<file path="src/rtl/bin2bcd_seq_ctrl.sv">
// bin2bcd_seq_ctrl: sequential double-dabble binary-to-BCD converter, one bit per clock.
// Optional AUTO_SAMPLE_EN: also start a conversion when bin_in differs from the last captured value.
module bin2bcd_seq_ctrl #(
  parameter int WIDTH  = 10,
  parameter int DIGITS = 4
) (
  input  logic                  CLOCK_50,
  input  logic                  RESET_N,
  input  logic                  start,
  input  logic [WIDTH-1:0]      bin_in,
  output logic                  busy,
  output logic                  done,
  output logic [4*DIGITS-1:0]   bcd_out
);
  localparam int CW = $clog2(WIDTH + 1);
  typedef enum logic [1:0] {IDLE, SHIFT, DONE} state_t;
  state_t              state_q;
  logic [WIDTH-1:0]    bin_q, bin_d;
  logic [4*DIGITS-1:0] scr_q, scr_adj, scr_d;
  logic [CW-1:0]       cnt_q;
  logic                trig;
  for (genvar d = 0; d < DIGITS; d++) begin : g_adj
    assign scr_adj[4*d +: 4] = (scr_q[4*d +: 4] >= 4'd5) ? scr_q[4*d +: 4] + 4'd3 : scr_q[4*d +: 4];
  end
  assign {scr_d, bin_d} = {scr_adj, bin_q} << 1;
`ifdef AUTO_SAMPLE_EN
  logic [WIDTH-1:0] last_bin_q;
  assign trig = start || (bin_in != last_bin_q);
  always_ff @(posedge CLOCK_50 or negedge RESET_N)
    if (!RESET_N) last_bin_q <= '0;
    else if (state_q == IDLE && trig) last_bin_q <= bin_in;
`else
  assign trig = start;
`endif
  always_ff @(posedge CLOCK_50 or negedge RESET_N) begin
    if (!RESET_N) begin
      state_q <= IDLE;
      bin_q   <= '0;
      scr_q   <= '0;
      cnt_q   <= '0;
      busy    <= 1'b0;
      done    <= 1'b0;
      bcd_out <= '0;
    end else begin
      done <= 1'b0;
      case (state_q)
        IDLE: if (trig) begin
          bin_q   <= bin_in;
          scr_q   <= '0;
          cnt_q   <= CW'(WIDTH);
          busy    <= 1'b1;
          state_q <= SHIFT;
        end
        SHIFT: begin
          bin_q <= bin_d;
          scr_q <= scr_d;
          cnt_q <= cnt_q - CW'(1);
          if (cnt_q == CW'(1)) begin
            bcd_out <= scr_d;
            busy    <= 1'b0;
            done    <= 1'b1;
            state_q <= DONE;
          end
        end
        default: state_q <= IDLE;
      endcase
    end
  end
endmodule

</file>
<file path="config.mk">
export PLATFORM = sky130hd
export DESIGN_NAME = bin2bcd_seq_ctrl
export DESIGN_NICKNAME = d
export VERILOG_FILES = /design/src/rtl/bin2bcd_seq_ctrl.sv
export SDC_FILE = /design/constraint.sdc
export NUM_CORES = 1
export LEC_CHECK = 0
export BUFFER_PORTS_ARGS = -buffer_cell sky130_fd_sc_hd__buf_2
export CAP_MARGIN = 25
export CORE_ASPECT_RATIO = 0.8
export CORE_MARGIN = 1.5
export CORE_UTILIZATION = 40
export DETAILED_ROUTE_END_ITERATION = 12
export GPL_TIMING_DRIVEN = 0
export HOLD_SLACK_MARGIN = 0.12
export PLACE_DENSITY = 0.57
export SYNTH_ARGS = -nofsm -noshare
export SYNTH_HDL_FRONTEND = slang
export SYNTH_SLANG_ARGS = --single-unit
export TNS_END_PERCENT = 10
</file>
<file path="constraint.sdc">
create_clock -name CLOCK_50 -period 1.5 [get_ports CLOCK_50]
set_input_delay 0.15 -clock CLOCK_50 [delete_from_list [all_inputs] [get_ports CLOCK_50]]
set_output_delay 0.15 -clock CLOCK_50 [all_outputs]
set_load 0.01 [all_outputs]
</file>
After elaboration in Yosys (flattened, before gate mapping)
Index checks and enable logic that the tools add are counted.
Cells by class
  add/subtract/negate cells: 5
  $lt $le $gt $ge: 4
  equality and inequality tests: 4
  mux-type cells: 18
  reductions and logical operators: 6
Operator list (number)
  case mux 16 bit (2 select lines): 1
  case mux 10 bit (2 select lines): 1
  greater-or-equal comparator 4 x 3 -> 1 bit, second input constant: 4
  two-way mux 16 bit: 1
  two-way mux 4 bit: 4
  adder 4 x 2 -> 4 bit, second input constant: 3
  two-way mux 10 bit: 1
  case mux 4 bit (2 select lines): 1
  AND reduction 2 bit: 3
  == test 4 x 1 -> 1 bit, second input constant: 1
  two-way mux 1 bit: 4
  two-way mux 2 bit: 2
  != test 2 bit, second input constant: 2
  case mux 2 bit (2 select lines): 1
  subtractor 4 x 1 -> 4 bit, second input constant: 1
  adder 3 x 2 -> 3 bit, second input constant: 1
  two-way mux 3 bit: 1
  AND reduction 3 bit: 1
  == test 2 x 1 -> 1 bit, second input constant: 1
  zero test 2 bit: 1
  case mux 1 bit (2 select lines): 1
  nonzero test 2 bit: 1
Word-level totals
  register bits: 50
  bits of input ports: 13
  output and inout bits: 18
  logic and storage cells: 44

Longest topological paths before layout
Gate-level depths: netlist (run 1).
  word-level depth: 3
  mapped depth: 8
  gate-level depth less buffers: 7

Worst setup path before layout (run 1)
No wires, ideal clock.
  path kind: reg2reg
  from: register scr_q[4]
  to: register scr_q[6]
  setup time: 83 ps
  data arrival time: 1411 ps
  data required time: 1417 ps
  slack: 7 ps
  stages on the path, launching flop included: 7
  buffers on the path: 0
  clock period less this slack: 1493 ps
  path through: dfrtp_1 > inv_1 > ha_1 > nand2b_1 > a21oi_1 > mux2_2 > o21ai_0
On the way
  cells in the longest elaborated chain, start to end: 3
  elaborated cells on any way between the ends: 4
  classes of those cells: 1 x add/sub; 1 x order compare; 2 x mux
Ends and longest elaborated chain
  start, declared: RTL line 19  | logic [4*DIGITS-1:0] scr_q, scr_adj, scr_d;
  start signal, assigned: RTL line 56  | scr_q <= scr_d;
  adder 4 x 2 -> 4 bit / greater-or-equal comparator 4 x 3 -> 1 bit (equally long branches): RTL line 23  | assign scr_adj[4*d +: 4] = (scr_q[4*d +: 4] >= 4'd5) ? scr_q[4*d +: 4] + 4'd3 : scr_q[4*d +: 4];
  two-way mux 4 bit (*): RTL line 23
  case mux 16 bit (2 select lines) (*): RTL line 46  | case (state_q)
Mark *: on every way between the ends. The rest lies on a longest branch, timed or not.
A chain may end at the register's enable or synchronous reset.

Worst setup path in the final report (run 1)
  from: register cnt_q[1]
  to: register bcd_out[13]
On the way
  cells in the longest elaborated chain, start to end: 2
Ends and longest elaborated chain
  start, declared: RTL line 20  | logic [CW-1:0] cnt_q;
  start signal, assigned: RTL line 50  | cnt_q <= CW'(WIDTH);
  start signal, assigned: RTL line 57  | cnt_q <= cnt_q - CW'(1);
  == test 4 x 1 -> 1 bit: RTL line 58  | if (cnt_q == CW'(1)) begin
  AND reduction 2 bit (no line)
  end signal, assigned: RTL line 59  | bcd_out <= scr_d;
  end, declared: RTL line 13  | output logic [4*DIGITS-1:0] bcd_out
Every way passes these cells.

==> results of run 1 <==
==> registers in the layout (all words and copies together), names as in the netlist <==
signal   flops
cnt_q        4
state_q      2
bin_q       10
bcd_out     16
busy         1
scr_q       16
done         1
==> kinds of logic (layout without fill, tap and decap cells) <==
family                   Yosys count  count (layout)
multiplexers                      13              13
buffers and inverters             24              81
adder cells (fa/ha/maj)           10              10
AND/OR/NAND/NOR                   69              69
AO/OA/AOI/OAI                     66              66
flip-flops                        50              50
XOR/XNOR                           4               4
==> stage by stage <==
stage               hold WS [ps]  power, mW
floorplan                   -146       4.15
global placement             430       4.84
detailed placement          72.0       4.91
CTS                          124       6.12
global route                 134       7.25
finish                       123       6.64
==> report_power, final <==
| group | switching [mW] | internal, mW |
|---|---|---|
| Sequential | 0.479 | 1.94 |
| Clock | 0.443 | 0.373 |
| Combinational | 1.69 | 1.72 |
==> cell usage in the layout (no fill, tap or decap), types with 2 or more instances in the layout <==
master / netlist / layout
a21oi_1: 12 / 8
a21oi_4: 0 / 3
a22o_1: 2 / 2
a22oi_1: 2 / 2
a31oi_1: 4 / 4
buf_2: 6 / 35
buf_4: 1 / 18
buf_6: 3 / 4
clkbuf_8: 0 / 6
dfrtp_1: 50 / 50
ha_1: 10 / 3
ha_2: 0 / 3
ha_4: 0 / 4
inv_1: 12 / 5
inv_2: 1 / 7
mux2_4: 0 / 4
mux2i_1: 8 / 8
nand2_1: 38 / 38
nand2b_1: 5 / 2
nand2b_4: 0 / 3
nor2_1: 6 / 6
nor2b_1: 4 / 4
nor3_1: 5 / 5
nor3b_1: 3 / 3
o21ai_0: 40 / 26
o21ai_1: 5 / 15
o21ai_2: 0 / 4
or3b_2: 4 / 4
xnor2_1: 4 / 3
==> per-layer routing <==
| metal | vias to the layer above | part of all wire |
|---|---|---|
| met1 | 882 | 0.50 |
| met3 | 5 | 0.040 |
| met4 | 0 | 0.010 |
| li1 | 916 | - |
| met5 | - | 0 |
| met2 | 32 | 0.45 |
==> timing repair <==
item,CTS,global route
endpoints found under the hold margin,50,0
buffers inserted,7,9
resized for setup,22,39
hold buffers,1,0
cloned,0,1
pin swaps,6,6
endpoints found under the setup margin,29,25
==> worst paths after layout <==
path	depth (start not counted)	from	end
setup / recovery	6	cnt_q[1]$_DFFE_PN0P_	bcd_out[13]$_DFFE_PN0P_
hold / removal	3	bin_in[8]	bin_q[8]$_DFFE_PN0P_
setup reg to reg	6	cnt_q[1]$_DFFE_PN0P_	bcd_out[13]$_DFFE_PN0P_
hold reg to reg	2	bcd_out[14]$_DFFE_PN0P_	bcd_out[14]$_DFFE_PN0P_
max in group asynchronous	3	RESET_N	cnt_q[0]$_DFFE_PN0P_
min in group asynchronous	2	RESET_N	bin_q[2]$_DFFE_PN0P_
==> area by class of cell <==
cell class,count,area (um2),share of cell area
sequential,50,1250,0.410
multi-input combinational,162,1170,0.383
timing repair buffer,49,305,0.100
tap,78,97.6,0.0320
clock buffer,7,86.3,0.0283
buffer,11,85.1,0.0279
inverter,13,51.3,0.0168
clock inverter,1,5.00,0.00164
==> tightest hold or removal path: cells and delay by family <==
kind | cells | cell delay, ps
AOI/OAI and AO/OA | 1 | 100
muxes | 1 | 50
buffers and inverters | 1 | 80
==> flow_summary.json, run 1 <==
{
  "outcome": "complete, no violations",
  "grtUsageTotal": 0.182,
  "post_synth_inst_count": 236,
  "worstHoldPathType": "input port to flop",
  "postLayoutSetupSlackWorst_ps": 22.7,
  "drv_cap": 0,
  "clk_root_buffer_cell": "clkbuf_8",
  "grt_antenna_before_repair": 0,
  "finalCoreUtilization": 0.546,
  "globalRouteOverflowTotal": 0,
  "synth.largest_area_cell": "dfrtp_1",
  "route.final.wire_length_um": 5270,
  "synth-simple-area-share": 0.147,
  "yosys.area_share.adder": 0.0527,
  "wl_per_cell_um": 14.2,
  "static-leakage-power_nw": 1.47,
  "synth.yosys.seq_area_share": 0.527,
  "post_layout_nonfiller_instances": 371,
  "crit_family": "flip-flops",
  "postPlaceCellArea_um2": 2640,
  "post_route_setup_tns_ps": 0,
  "ir_worst_vdd_mv": 1.15,
  "final-setup-viol-count": 0,
  "via_count_of_the_first_global_routing_pass": 1819,
  "n_fill_cell": 520,
  "timing.clock.skew_ps": 6.84,
  "dominantRegCellSynth": "dfrtp_1",
  "dp_worst_setup_slack_ps": -194,
  "grt.met3_usage": 0.0375,
  "endpoint_kind": "flop",
  "floorplan.die_area_um2": 6410,
  "clock_tree.htree_level_count": 2,
  "drt_pass1_iterations": 4,
  "syn_to_final_growth_pct": 28.5,
  "total_via_count_after_detailed_routing": 1835,
  "die_y_um": 71.9,
  "cp.required_ps": 1700,
  "grt_pass1_wl_um": 8760,
  "cell_variety_after_synth": 29,
  "worstPathCellList": "inv_2 -> ha_1 -> nor3b_4 -> nand2_4 -> inv_4 -> mux2_2",
  "placedCellCount": 345,
  "syn_area_per_cell_um2": 10.1,
  "ctsLongestPathBuffers": 2,
  "synth.cells.most_frequent": "dfrtp_1 (50), o21ai_0 (40), nand2_1 (38), a21oi_1 (12), inv_1 (12)",
  "max_stage_delay_ps": 400,
  "tritoncts": "built",
  "synth.cell_area_um2": 2370,
  "yosys_register_bits": 50,
  "synth-compound-area-share": 0.149,
  "cp.arrival_ps": 1670,
  "row_count": 24,
  "numClockSinks": 50,
  "global_route.peak_usage_layer": "met2",
  "hpwl_um": 3310,
  "critical_path.max_fanout": 5,
  "num-nets-final": 315,
  "slowest_stage": "dfrtp_1",
  "final.period_utilization": 0.985,
  "slew_headroom": 0.779,
  "avgViaCountPerCell": 4.95,
  "grtUsageMet2": 0.292,
  "fp.coreArea_um2": 5590,
  "synth_xor_area_frac": 0.0148,
  "worst_skew_pair.late_latency_ps": 300,
  "gpl.final_weighted_congestion": 0.745,
  "detailedRoute.firstIterationViolations": 85,
  "synth-warning-count": 0,
  "path_class": "flop to flop",
  "layout-drive-gt1-share": 0.362,
  "synth_top_cells_by_area": "dfrtp_1 (53%), o21ai_0 (8.4%), nand2_1 (6.0%)",
  "clkTransAtPathRegs_ps": 90,
  "dieWidth_um": 89.1,
  "synth_top_family_by_area": "compound AO/OA/AOI/OAI gates",
  "ioPinCount": 31,
  "antenna-diode-count": 0,
  "final-max-slew-violation-count": 0,
  "clock.fmax_mhz": 677,
  "buffer_ports.inserted": 30,
  "post_detailed_route_count_of_antenna_violating_nets": 0,
  "cts_buffers": 5,
  "power_density_nw_per_um2": 2180,
  "timing.final.hold_violations": 0,
  "rsz_0062_raised_after_global_routing": "true",
  "synth-edff-count": 0,
  "starting_density_of_the_core": 0.425,
  "synth-async-reset-ratio": 1.00,
  "period_needed_ps": 1480,
  "reg2reg_setup_slack_ps": 20,
  "cp-start-kind": "flop",
  "grt_start_max_net_pins": 39,
  "final_cell_area_um2": 3050,
  "post-route-drc-count": 0,
  "yosys-mux-area-fraction": 0.0574,
  "use_met1": 0.251,
  "syn_nets": 259,
  "synth_top_area_share": 0.527,
  "critical_path.n_buffers_inverters": 2,
  "yosysMostFrequentCell": "dfrtp_1",
  "tightest_slew_ps": 332
}
(Power assumes the default switching activity.)
==> inputs of run 2 (changes only) <==
--- a/config.mk
+++ b/config.mk
@@ -14,6 +14,7 @@
 export GPL_TIMING_DRIVEN = 0
 export HOLD_SLACK_MARGIN = 0.12
 export PLACE_DENSITY = 0.57
+export REMOVE_ABC_BUFFERS = 1
 export SYNTH_ARGS = -nofsm -noshare
 export SYNTH_HDL_FRONTEND = slang
 export SYNTH_SLANG_ARGS = --single-unit
==> flow_summary.json, run 2 (synthesized netlist as in run 1, its figures left out) <==
{
  "ioPinCount": 31,
  "r2r_end": "bcd_out[10]$_DFFE_PN0P_",
  "gpl.final_weighted_congestion": 0.763,
  "clk_root_buffer_cell": "clkbuf_8",
  "final.period_utilization": 0.992,
  "grt_start_max_net_pins": 38,
  "hold_start": "bin_in[6]",
  "wl_per_cell_um": 14.4,
  "hpwl_um": 2970,
  "highest_layer": "met4",
  "grt_antenna_before_repair": 0,
  "via_count_of_the_first_global_routing_pass": 1709,
  "post-route-drc-count": 0,
  "n_fill_cell": 519,
  "timing.final.hold_violations": 0,
  "post_detailed_route_count_of_antenna_violating_nets": 0,
  "cp-start-kind": "flop",
  "path_class": "flop to flop",
  "cts_buffers": 5,
  "static-leakage-power_nw": 1.41,
  "slew_headroom": 0.750,
  "outcome": "complete, no violations",
  "final_cell_area_um2": 3020,
  "avgViaCountPerCell": 5.01,
  "grt_pass1_wl_um": 8270,
  "whs_path_depth": 3,
  "period_needed_ps": 1490,
  "postPlaceCellArea_um2": 2580,
  "clock.fmax_mhz": 672,
  "post_route_setup_tns_ps": 0,
  "buffer_ports.inserted": 30,
  "route.met2.wl_um": 2260,
  "fp.coreArea_um2": 5590,
  "grtUsageTotal": 0.167,
  "antenna-diode-count": 0,
  "row_count": 24,
  "cp.required_ps": 1720,
  "finalCoreUtilization": 0.540,
  "globalRouteOverflowTotal": 0,
  "worst-r2r-cell-count": 5,
  "power.total_mw": 6.56,
  "ctsLongestPathBuffers": 2,
  "route.final.wire_length_um": 5170,
  "cp.arrival_ps": 1710,
  "wirelength_met1_um": 2650,
  "floorplan.die_area_um2": 6410,
  "endpoint_kind": "flop",
  "clkTransAtPathRegs_ps": 90,
  "worstHoldPathType": "input port to flop",
  "timing.hold.worst_endpoint": "bin_q[6]$_DFFE_PN0P_",
  "top_regs": "bcd_out (16), scr_q (16), bin_q (10)",
  "reg2reg_setup_slack_ps": 10,
  "ir_worst_vdd_mv": 0.777,
  "r2r-start": "scr_q[8]$_DFFE_PN0P_",
  "layout_commonest_cell": "dfrtp_1",
  "final-setup-viol-count": 0,
  "clock_tree.htree_level_count": 2,
  "detailedRoute.firstIterationViolations": 96,
  "tightest_slew_ps": 375,
  "total_via_count_after_detailed_routing": 1792,
  "rsz_0062_raised_after_global_routing": "true",
  "timing.clock.skew_ps": 8.03,
  "drt_pass1_iterations": 4,
  "power_density_nw_per_um2": 2170,
  "holdWs_ps": 135,
  "numClockSinks": 50,
  "dieWidth_um": 89.1,
  "syn_to_final_growth_pct": 27.1,
  "layout.cells.most_common_list": "dfrtp_1 (48), nand2_1 (38), buf_2 (30), o21ai_0 (29)",
  "die_y_um": 71.9,
  "cp-startpoint": "scr_q[8]$_DFFE_PN0P_",
  "final-max-slew-violation-count": 0,
  "num-nets-final": 303,
  "critical_path.max_fanout": 4,
  "layout-drive-gt1-share": 0.357,
  "starting_density_of_the_core": 0.425,
  "worst_skew_pair.late_latency_ps": 290,
  "drv_cap": 0,
  "wl_met3_um": 221,
  "tritoncts": "built"
}
run 2: cell count changes in the layout (fill, tap and decap cells not counted), sizes merged:
cell / previous run / this run
buf: 58 / 45
nand2: 39 / 40
o21bai: 1 / 2
clkinv: 1 / 0
clkbuf: 8 / 7
run 2: worst max path at each step:
stage                              endpoint  cells after the start
global placement    bcd_out[13]$_DFFE_PN0P_                      4
floorplan           bcd_out[13]$_DFFE_PN0P_                      4
global route         bcd_out[4]$_DFFE_PN0P_                      7
finish              bcd_out[10]$_DFFE_PN0P_                      5
CTS                  bcd_out[2]$_DFFE_PN0P_                      6
detailed placement  bcd_out[13]$_DFFE_PN0P_                      4
run 2: through the flow:
step	setup WS, ps	std cells
2_1_floorplan	-148	225
3_3_place_gp	-558	333
3_5_place_dp	-527	335
4_1_cts	-91.4	347
5_1_grt	-60.5	358
6_report	12.3	358
run 2: worst max-delay path: stages (launching register included):
cell,delay (ps)
dfrtp_1,440
ha_1,230
nand2b_4,150
a21oi_4,160
mux2_4,320
o21ai_1,120
run 2: layer usage:
| metal | global-route usage | up-vias |
|---|---|---|
| li1 | - | 896 |
| met5 | 0 | - |
| met4 | 0.0359 | 0 |
| met3 | 0.0387 | 4 |
| met2 | 0.251 | 32 |
| met1 | 0.248 | 860 |
run 2: repair_timing:
action                                  CTS  global route
pin swaps                                 5             6
resized for setup                        23            46
gates cloned                              1             1
endpoints found under the setup margin   40            35
hold buffers                              1             0
buffers inserted                          3            10
endpoints found under the hold margin    50             0
run 2: area by class of cell:
cell class / instances / area [um2] / area share
clock buffers: 7 / 76.3 / 0.0253
inverters: 13 / 56.3 / 0.0187
multi-input cells: 164 / 1220 / 0.405
flip-flops and latches: 50 / 1250 / 0.415
well taps: 78 / 97.6 / 0.0323
repair buffers: 46 / 313 / 0.104
run 2: power by group:
group          total (mW)  switching (mW)  internal [mW]
Combinational        3.35            1.67           1.69
Sequential           2.48           0.537           1.95
Clock               0.727           0.405          0.322
Total                6.56            2.61           3.96
